## src/rtl/seq_detect_scheduler.sv

```systemverilog
// Round-robin scheduler that time-shares one serial pattern detector among NREQ requesters.
// The granted frame is shifted out MSB-first, one bit per clock. Overlapping matches are
// counted, and the count is returned with a one-cycle done pulse when the frame ends.
module seq_detect_scheduler #(
  parameter int unsigned       NREQ      = 4,
  parameter int unsigned       FRAME_W   = 8,
  parameter int unsigned       PAT_W     = 4,
  parameter logic [PAT_W-1:0]  PAT_RESET = 4'b0110,
  parameter int unsigned       CNT_W     = 4,
  parameter int unsigned       ID_W      = 2
) (
  input  logic                     clk,
  input  logic                     rst,
  input  logic [NREQ-1:0]          req,
  input  logic [NREQ*FRAME_W-1:0]  frame_data,
  input  logic                     cfg_we,
  input  logic [PAT_W-1:0]         cfg_pat,
  output logic [NREQ-1:0]          gnt,
  output logic                     busy,
  output logic                     ser_valid,
  output logic                     ser_bit,
  output logic                     done,
  output logic [ID_W-1:0]          done_id,
  output logic [CNT_W-1:0]         match_cnt,
  output logic                     cfg_err
);

  localparam int unsigned BcntW = (FRAME_W > 1) ? $clog2(FRAME_W) : 1;

  typedef enum logic [0:0] {StIdle, StShift} state_e;

  state_e              state_q, state_d;
  logic [ID_W-1:0]     ptr_q, ptr_d;
  logic [ID_W-1:0]     win_q, win_d;
  logic [NREQ-1:0]     gnt_q, gnt_d;
  logic [FRAME_W-1:0]  shreg_q, shreg_d;
  logic [PAT_W-2:0]    hist_q, hist_d;
  logic [BcntW-1:0]    bitcnt_q, bitcnt_d;
  logic [CNT_W-1:0]    cnt_q, cnt_d;
  logic [PAT_W-1:0]    pat_q, pat_d;
  logic                done_q, done_d;
  logic [ID_W-1:0]     done_id_q, done_id_d;
  logic [CNT_W-1:0]    match_cnt_q, match_cnt_d;
  logic                cfg_err_q, cfg_err_d;

  logic                arb_found;
  logic [ID_W-1:0]     arb_idx;
  int unsigned         arb_scan;
  logic [PAT_W-1:0]    window;
  logic                match_now;
  logic [CNT_W-1:0]    cnt_next;

  assign ser_bit   = shreg_q[FRAME_W-1];
  assign busy      = (state_q == StShift);
  assign ser_valid = busy;
  assign gnt       = gnt_q;
  assign done      = done_q;
  assign done_id   = done_id_q;
  assign match_cnt = match_cnt_q;
  assign cfg_err   = cfg_err_q;

  // Detector window: the last PAT_W-1 bits seen plus the bit on the wire now.
  assign window    = {hist_q, ser_bit};
  // History is cleared per frame, so only full windows inside the frame may match.
  assign match_now = (bitcnt_q >= BcntW'(PAT_W - 1)) && (window == pat_q);
  assign cnt_next  = (match_now && (cnt_q != '1)) ? cnt_q + CNT_W'(1) : cnt_q;

  // Round-robin pick: first asserted request at or after the pointer, wrapping.
  always_comb begin
    arb_found = 1'b0;
    arb_idx   = '0;
    arb_scan  = 0;
    for (int unsigned i = 0; i < NREQ; i++) begin
      arb_scan = (32'(ptr_q) + i) % NREQ;
      if (!arb_found && req[arb_scan]) begin
        arb_found = 1'b1;
        arb_idx   = ID_W'(arb_scan);
      end
    end
  end

  // Next-state logic for the grant/shift FSM, detector datapath and config register.
  always_comb begin
    state_d     = state_q;
    ptr_d       = ptr_q;
    win_d       = win_q;
    gnt_d       = gnt_q;
    shreg_d     = shreg_q;
    hist_d      = hist_q;
    bitcnt_d    = bitcnt_q;
    cnt_d       = cnt_q;
    pat_d       = pat_q;
    done_d      = 1'b0;
    done_id_d   = done_id_q;
    match_cnt_d = match_cnt_q;
    cfg_err_d   = 1'b0;

    unique case (state_q)
      StIdle: begin
        // A pattern written on the grant edge already applies to that frame.
        if (cfg_we) pat_d = cfg_pat;
        if (arb_found) begin
          win_d    = arb_idx;
          gnt_d    = NREQ'(1) << arb_idx;
          shreg_d  = frame_data[32'(arb_idx) * FRAME_W +: FRAME_W];
          hist_d   = '0;
          bitcnt_d = '0;
          cnt_d    = '0;
          ptr_d    = (arb_idx == ID_W'(NREQ - 1)) ? '0 : arb_idx + ID_W'(1);
          state_d  = StShift;
        end
      end
      StShift: begin
        if (cfg_we) cfg_err_d = 1'b1;
        hist_d   = window[PAT_W-2:0];
        shreg_d  = {shreg_q[FRAME_W-2:0], 1'b0};
        bitcnt_d = bitcnt_q + BcntW'(1);
        cnt_d    = cnt_next;
        if (bitcnt_q == BcntW'(FRAME_W - 1)) begin
          done_d      = 1'b1;
          done_id_d   = win_q;
          match_cnt_d = cnt_next;
          gnt_d       = '0;
          state_d     = StIdle;
        end
      end
      default: state_d = StIdle;
    endcase
  end

  // State registers; reset aborts any frame in flight without a done pulse.
  always_ff @(posedge clk or negedge rst) begin
    if (!rst) begin
      state_q     <= StIdle;
      ptr_q       <= '0;
      win_q       <= '0;
      gnt_q       <= '0;
      shreg_q     <= '0;
      hist_q      <= '0;
      bitcnt_q    <= '0;
      cnt_q       <= '0;
      pat_q       <= PAT_RESET;
      done_q      <= 1'b0;
      done_id_q   <= '0;
      match_cnt_q <= '0;
      cfg_err_q   <= 1'b0;
    end else begin
      state_q     <= state_d;
      ptr_q       <= ptr_d;
      win_q       <= win_d;
      gnt_q       <= gnt_d;
      shreg_q     <= shreg_d;
      hist_q      <= hist_d;
      bitcnt_q    <= bitcnt_d;
      cnt_q       <= cnt_d;
      pat_q       <= pat_d;
      done_q      <= done_d;
      done_id_q   <= done_id_d;
      match_cnt_q <= match_cnt_d;
      cfg_err_q   <= cfg_err_d;
    end
  end

endmodule

```

## config.mk

```make
export PLATFORM = sky130hd
export DESIGN_NAME = seq_detect_scheduler
export DESIGN_NICKNAME = d
export VERILOG_FILES = /design/src/rtl/seq_detect_scheduler.sv
export SDC_FILE = /design/constraint.sdc
export NUM_CORES = 1
export LEC_CHECK = 0
export ABC_AREA = 1
export BUFFER_PORTS_ARGS = -buffer_cell sky130_fd_sc_hd__buf_2
export CAP_MARGIN = 20
export CORE_MARGIN = 10
export CORE_UTILIZATION = 30
export CTS_CLUSTER_SIZE = 25
export DETAILED_ROUTE_END_ITERATION = 7
export GPL_TIMING_DRIVEN = 1
export SLEW_MARGIN = 20
export SYNTH_ARGS = -nofsm -noshare
export SYNTH_HDL_FRONTEND = slang
export SYNTH_SLANG_ARGS = --single-unit
```

## constraint.sdc

```tcl
create_clock -name clk -period 2.9 [get_ports clk]
set_input_delay 0.435 -clock clk [delete_from_list [all_inputs] [get_ports clk]]
set_output_delay 0.435 -clock clk [all_outputs]
set_load 0.01 [all_outputs]
```

== Yosys cells after proc, flatten, opt, wreduce, memory -nomap -nowiden ==
Index checks and enable logic that the tools add are counted.

* Add/subtract/negate cells: 6
* Magnitude comparators: 5
* Equality and inequality tests: 6
* Shifts and indexed selects: 2
* Mux-type cells: 35
* Bitwise gates (word level): 1
* Reductions and logical operators: 12

{| class="wikitable"
|+ Operators by type and width
! operator !! number
|-
| $shiftx A32 B6 Y8 || 1
|-
| $mux W4 || 4
|-
| $pmux W4 S2 || 2
|-
| $pmux W8 S2 || 1
|-
| $mux W1 || 14
|-
| $lt A2 B3 Y1 const B || 4
|-
| $pmux W3 S2 || 2
|-
| $mux W2 || 5
|-
| $bmux W1 S2 || 4
|-
| $mux W8 || 1
|-
| $reduce_and A2 Y1 || 4
|-
| $logic_and A1 B1 Y1 || 5
|-
| $add A2 B1 Y2 const B || 2
|-
| $add A2 B2 Y2 const B || 2
|-
| $add A4 B1 Y4 const B || 1
|-
| $eq A4 B4 Y1 || 1
|-
| $ne A4 B4 Y1 const B || 1
|-
| $shl A1 B2 Y4 const A || 1
|-
| $add A3 B1 Y3 const B || 1
|-
| $eq A3 B3 Y1 const B || 1
|-
| $ge A3 B2 Y1 const B || 1
|-
| $logic_not A1 Y1 || 3
|-
| $mux W3 || 1
|-
| $eq A2 B2 Y1 const B || 1
|-
| 4 further kinds || 4
|}

* Register bits: 39
* Input bits: 43
* Output and inout bits: 15
* Word-level logic and storage cells: 80

== Depth between registers and ports, before layout ==
* Depth after elaboration: 15
* Mapped depth: 15
* Gate-level depth less buffers: 14

== Worst setup path after synthesis ==
No wires, ideal clock.

* Path kind: register to register
* Start: reg ptr_q[0]
* End: reg ptr_q[1]
* Library setup time: 121 ps
* Data arrival time: 1751 ps
* Data required time: 2779 ps
* Setup slack: 1027 ps
* Cell stages (with the launch flop): 14
* Buffers on the path: 2
* Period minus slack after synthesis: 1873 ps
* Cells stage by stage: dfrtp_1 -> buf_6 -> inv_8 -> nand2_2 -> nand3_1 -> nand2_2 -> nor2_4 -> nand3_2 -> buf_6 -> nand3_4 -> inv_2 -> ha_1 -> nand2_1 -> o21ai_1

* Word-level cells in the longest chain between the ends: 14
* Elaborated cells between the ends (all ways): 29
* Classes of those cells: add/sub: 4; eq/ne: 1; mux: 17; reduce/logical: 7

{| class="wikitable"
|+ RTL lines
! element !! RTL line !! text
|-
| start, declared || 33 || <nowiki>logic [ID_W-1:0] ptr_q, ptr_d;</nowiki>
|-
| start signal, assigned || 149 || <nowiki>ptr_q <= ptr_d;</nowiki>
|-
| parallel branches: the longest is 11 deep, another holds $add A2 B1 Y2 || -- ||
|-
| $mux W2 (*) || 75 || <nowiki>if (!arb_found && req[arb_scan]) begin</nowiki>
|-
| named net arb_idx[0] || 47 || <nowiki>logic [ID_W-1:0] arb_idx;</nowiki>
|-
| $add A2 B1 Y2 / $eq A2 B2 Y1 (equally long branches) || 109 || <nowiki>ptr_d = (arb_idx == ID_W'(NREQ - 1)) ? '0 : arb_idx + ID_W'(1);</nowiki>
|-
| $mux W2 (*) || 109 ||
|}

Mark *: on every way through the listed nets, which the timed path passes. The select of a mux whose other input is x is not followed.
A chain may end at the register's enable or synchronous reset.

== Worst setup path in the final report ==
Ends and elaborated chain as after synthesis.

==> metrics.md <==
| Metric | Value |
|---|---|
| Result of the run | completed |
| Placed instance area | 2750 µm² |
| Total Wirelength | 5880 µm |
| Portion of the post-synthesis area used by sequential elements | 0.409 |
| Share of post-route cells with drive strength above 1 | 0.292 |
| Multi-input logic area | 1190 µm² |
| Cell types with the largest area share after synthesis | sky130_fd_sc_hd__dfrtp_1, sky130_fd_sc_hd__nand2_1, sky130_fd_sc_hd__nand2_2 |
| Number of nets at the end of the flow | 413 |
| Die Height | 109 µm |
| Top_reg_cell synth | sky130_fd_sc_hd__dfrtp_1 |
| # port buffers | 57 |
| Number of global-route vias before repair | 2102 |
| Syn avg cell area | 7.87 µm² |
| Post-synth cell types | 32 |
| Global placement routability congestion | 0.790 |
| Number of antenna violations at the first check in global routing | 0 |
| Number of design rule violations left after detail routing | 0 |
| DR pass1 iterations | 4 |
| Horizontal extent of the die | 109 µm |
| Critical path peak fanout | 20 |
| Gate count after technology mapping | 304 |
| Register bit total from synthesis | 39 |
| Slew Limit Headroom | 0.423 |
| I/O pins | 58 |
| Pin count of the biggest net entering global routing | 40 |
| Signed area change from the synthesized netlist to the final layout | 18.5% |
| Global-route congestion overflow total | 0 |
| Total core area | 7730 µm² |
| CTS tree | done |
| Startpoint types | flop |
| Crit-path max cell delay | 640 ps |
| Sequential cell area | 978 µm² |
| Number of buffers on the longest clock path | 2 |
| Post-CTS repair timing setup buffer count | 0 |
| H-tree levels | 2 |
| Yosys top cell area share | 0.387 |
| Yosys synthesis warning count | 0 |
| Setup-violating endpoint count in the final report | 0 |
| Master of the slowest instance on the critical path | sky130_fd_sc_hd__dfrtp_1 |
| Hold buffers post-CTS | 0 |
| Max cap viols | 0 |
| Crit Path Category | reg2reg |
| Detailed-route wire length per cell | 12.6 µm |
| Clock Pin Slew Worst Setup and Hold Paths | 70 ps |
| Post-route design area | 2830 µm² |
| Library cell with the largest summed area after synthesis | sky130_fd_sc_hd__dfrtp_1 |
| Critical-path cell list | nand2_1, nand3_1, nand2_2, nor2_4, nand3_2, nand3_4, inv_2, ha_1, nand2_1, o21ai_1 |
| RSZ-0062 raised after global routing | false |
| Number of buffers inserted during clock tree synthesis | 5 |
| Cell Pwr Density | 1130 nW/µm² |
| Antenna Violating Nets Remaining | 0 |
| Post-synthesis net count | 355 |
| Global-route wire length before repair | 9800 µm |
| Row count | 32 |
| CP arrival | 2660 ps |
| F_max | 403 MHz |
| Post-Synthesis Cell Area | 2390 µm² |
| Total of cells resized after clock tree synthesis | 0 |
| Clock network latency to the later pin of the worst-skew pair | 290 ps |
| Layout Skew | 5.55 ps |
| Number of enable flip-flop cells after synthesis | 0 |
| Fillcell total | 838 |
| Transition time at the pin with the least slew margin | 865 ps |
| Post-Layout Cell Count | 465 |
| Critical path required time | 3070 ps |
| Number of cells after detailed placement | 457 |
| Antenna Cells | 0 |
| Final worst path period share | 0.856 |
| Detailed Place HPWL | 4550 µm |
| Max-slew violation count | 0 |
| Count of vias placed by the detailed router | 2102 |
| Final sum of negative setup slack | 0 ps |
| Initial standard-cell utilization of the core | 0.310 |
| Minimum clock period after layout | 2480 ps |
| Proportion of register bits with asynchronous set or reset after synthesis | 1.00 |
| Kind of path behind the tightest hold check | in2async |
| Cell repeated most along the worst path | sky130_fd_sc_hd__nand2_1 |
| CP Capture Type | flop |
| Static Leak | 1.60 nW |
| Vias per std cell | 4.52 |
| Clock sink count | 39 |
| Internal reg-to-reg setup slack | 420 ps |
| Global Route Usage Sum | 0.100 |
| Largest voltage drop on the vdd net | 543 µV |
| Area of the die | 11900 µm² |
| Master cell of the clock root buffer | sky130_fd_sc_hd__clkbuf_8 |
| Number of hold violations in the final report | 0 |
| Violation count after the first detailed-routing iteration | 109 |
## worst max-delay path, delay by kind of cell (launching register included)
kind                       cells  cell delay, ps
and+or+nand+nor                7            1180
DFF                            1             640
adders and majority gates      1             310
buffers and inverters          1             160
AOI/OAI and AO/OA              1              70
## power by group
group,leakage [nW],internal [mW],switching [mW],total (mW)
Combinational,1.07,0.669,1.25,1.92
Sequential,0.493,0.776,0.163,0.939
Clock,0.0422,0.169,0.182,0.351
## routing by layer
layer	share of wire	vias to the layer above	routed length, µm	track usage
li1	-	1089	-	-
met1	0.46	951	2680	0.121
met2	0.45	57	2670	0.163
met3	0.075	5	439	0.0380
met4	0.014	0	81	0.0307
met5	0	-	0	0
## area by class of cell
cell class / instances / share of cell area
clock buffers: 7 / 0.0269
clock inverters: 1 / 0.00177
inverters: 39 / 0.0543
multi-input cells: 218 / 0.421
flip-flops and latches: 39 / 0.345
well taps: 102 / 0.0450
repair buffers: 59 / 0.106
## registers in the layout (all words and copies together) (netlist names)
register	cells
shreg_q	8
cnt_q	4
gnt	4
match_cnt	4
pat_q	4
bitcnt_q	3
hist_q	3
done_id	2
ptr_q	2
win_q	2
busy	1
cfg_err	1
done	1
## cell families (layout without fill, tap and decap cells)
kind of cell    count (synthesis)  after routing  share of synthesized area
fa+ha+maj                       8              8                     0.0418
simple gates                  169            169                      0.338
mux                             4              4                     0.0188
buf+inv                        47            106                     0.0926
flops                          39             39                      0.409
compound gates                 30             30                     0.0743
xor+xnor                        7              7                     0.0256
## worst paths after layout
check | end | cells past startpoint | startpoint
hold / removal | cfg_err | 1 | rst
hold reg to reg | match_cnt[2] | 2 | match_cnt[2]
min in group clk | cfg_err | 3 | cfg_we
setup reg to reg | ptr_q[1] | 10 | ptr_q[0]
max in group asynchronous | gnt[2] | 1 | rst
setup / recovery | ptr_q[1] | 10 | ptr_q[0]
## metrics by stage
| stage | total power [mW] | hold WS, ps | setup slack (ps) | utilization |
|---|---|---|---|---|
| 5_1_grt | 3.55 | 307 | 189 | 0.367 |
| 6_report | 3.21 | 255 | 417 | 0.367 |
| 4_1_cts | 3.23 | 276 | 427 | 0.367 |
| 3_5_place_dp | 2.86 | 464 | 451 | 0.356 |
| 3_3_place_gp | 2.81 | 466 | 534 | 0.356 |
| 2_1_floorplan | 2.49 | 139 | 1030 | - |
## synthesized netlist by cell type (6+ instances only)
master	n
sky130_fd_sc_hd__dfrtp_1	37
sky130_fd_sc_hd__nand3_2	6
sky130_fd_sc_hd__a22oi_1	7
sky130_fd_sc_hd__nand2_1	99
sky130_fd_sc_hd__nor2_1	8
sky130_fd_sc_hd__ha_1	8
sky130_fd_sc_hd__nand3_1	23
sky130_fd_sc_hd__nand2_2	20
sky130_fd_sc_hd__nand4_1	8
sky130_fd_sc_hd__inv_1	33
sky130_fd_sc_hd__xor2_1	6
sky130_fd_sc_hd__o21ai_0	15
## layout by cell type (no fill, tap or decap)
| master | count |
|---|---|
| sky130_fd_sc_hd__nand2_1 | 99 |
| sky130_fd_sc_hd__buf_2 | 57 |
| sky130_fd_sc_hd__dfrtp_1 | 37 |
| sky130_fd_sc_hd__inv_1 | 33 |
| sky130_fd_sc_hd__nand3_1 | 23 |
| sky130_fd_sc_hd__nand2_2 | 20 |
| sky130_fd_sc_hd__o21ai_0 | 15 |
| sky130_fd_sc_hd__nor2_1 | 8 |
| sky130_fd_sc_hd__nand4_1 | 8 |
| sky130_fd_sc_hd__ha_1 | 8 |
| sky130_fd_sc_hd__a22oi_1 | 7 |
| sky130_fd_sc_hd__nand3_2 | 6 |
| sky130_fd_sc_hd__xor2_1 | 6 |
| sky130_fd_sc_hd__clkbuf_8 | 5 |
| sky130_fd_sc_hd__inv_2 | 4 |
| sky130_fd_sc_hd__mux2_2 | 4 |
| sky130_fd_sc_hd__o22ai_1 | 3 |
| sky130_fd_sc_hd__nand2_4 | 2 |
| sky130_fd_sc_hd__a21oi_1 | 2 |
| sky130_fd_sc_hd__clkbuf_1 | 2 |
| sky130_fd_sc_hd__dfstp_2 | 2 |
| sky130_fd_sc_hd__buf_4 | 2 |
| sky130_fd_sc_hd__inv_8 | 1 |
| sky130_fd_sc_hd__nor2_4 | 1 |
| sky130_fd_sc_hd__nand3_4 | 1 |
| sky130_fd_sc_hd__clkinv_1 | 1 |
| sky130_fd_sc_hd__nor3_1 | 1 |
| sky130_fd_sc_hd__xnor2_1 | 1 |
| sky130_fd_sc_hd__a22o_1 | 1 |
| sky130_fd_sc_hd__o21bai_1 | 1 |
| sky130_fd_sc_hd__o21ai_1 | 1 |
| sky130_fd_sc_hd__clkinv_2 | 1 |
Note: power is estimated with default switching activity, not from simulation.
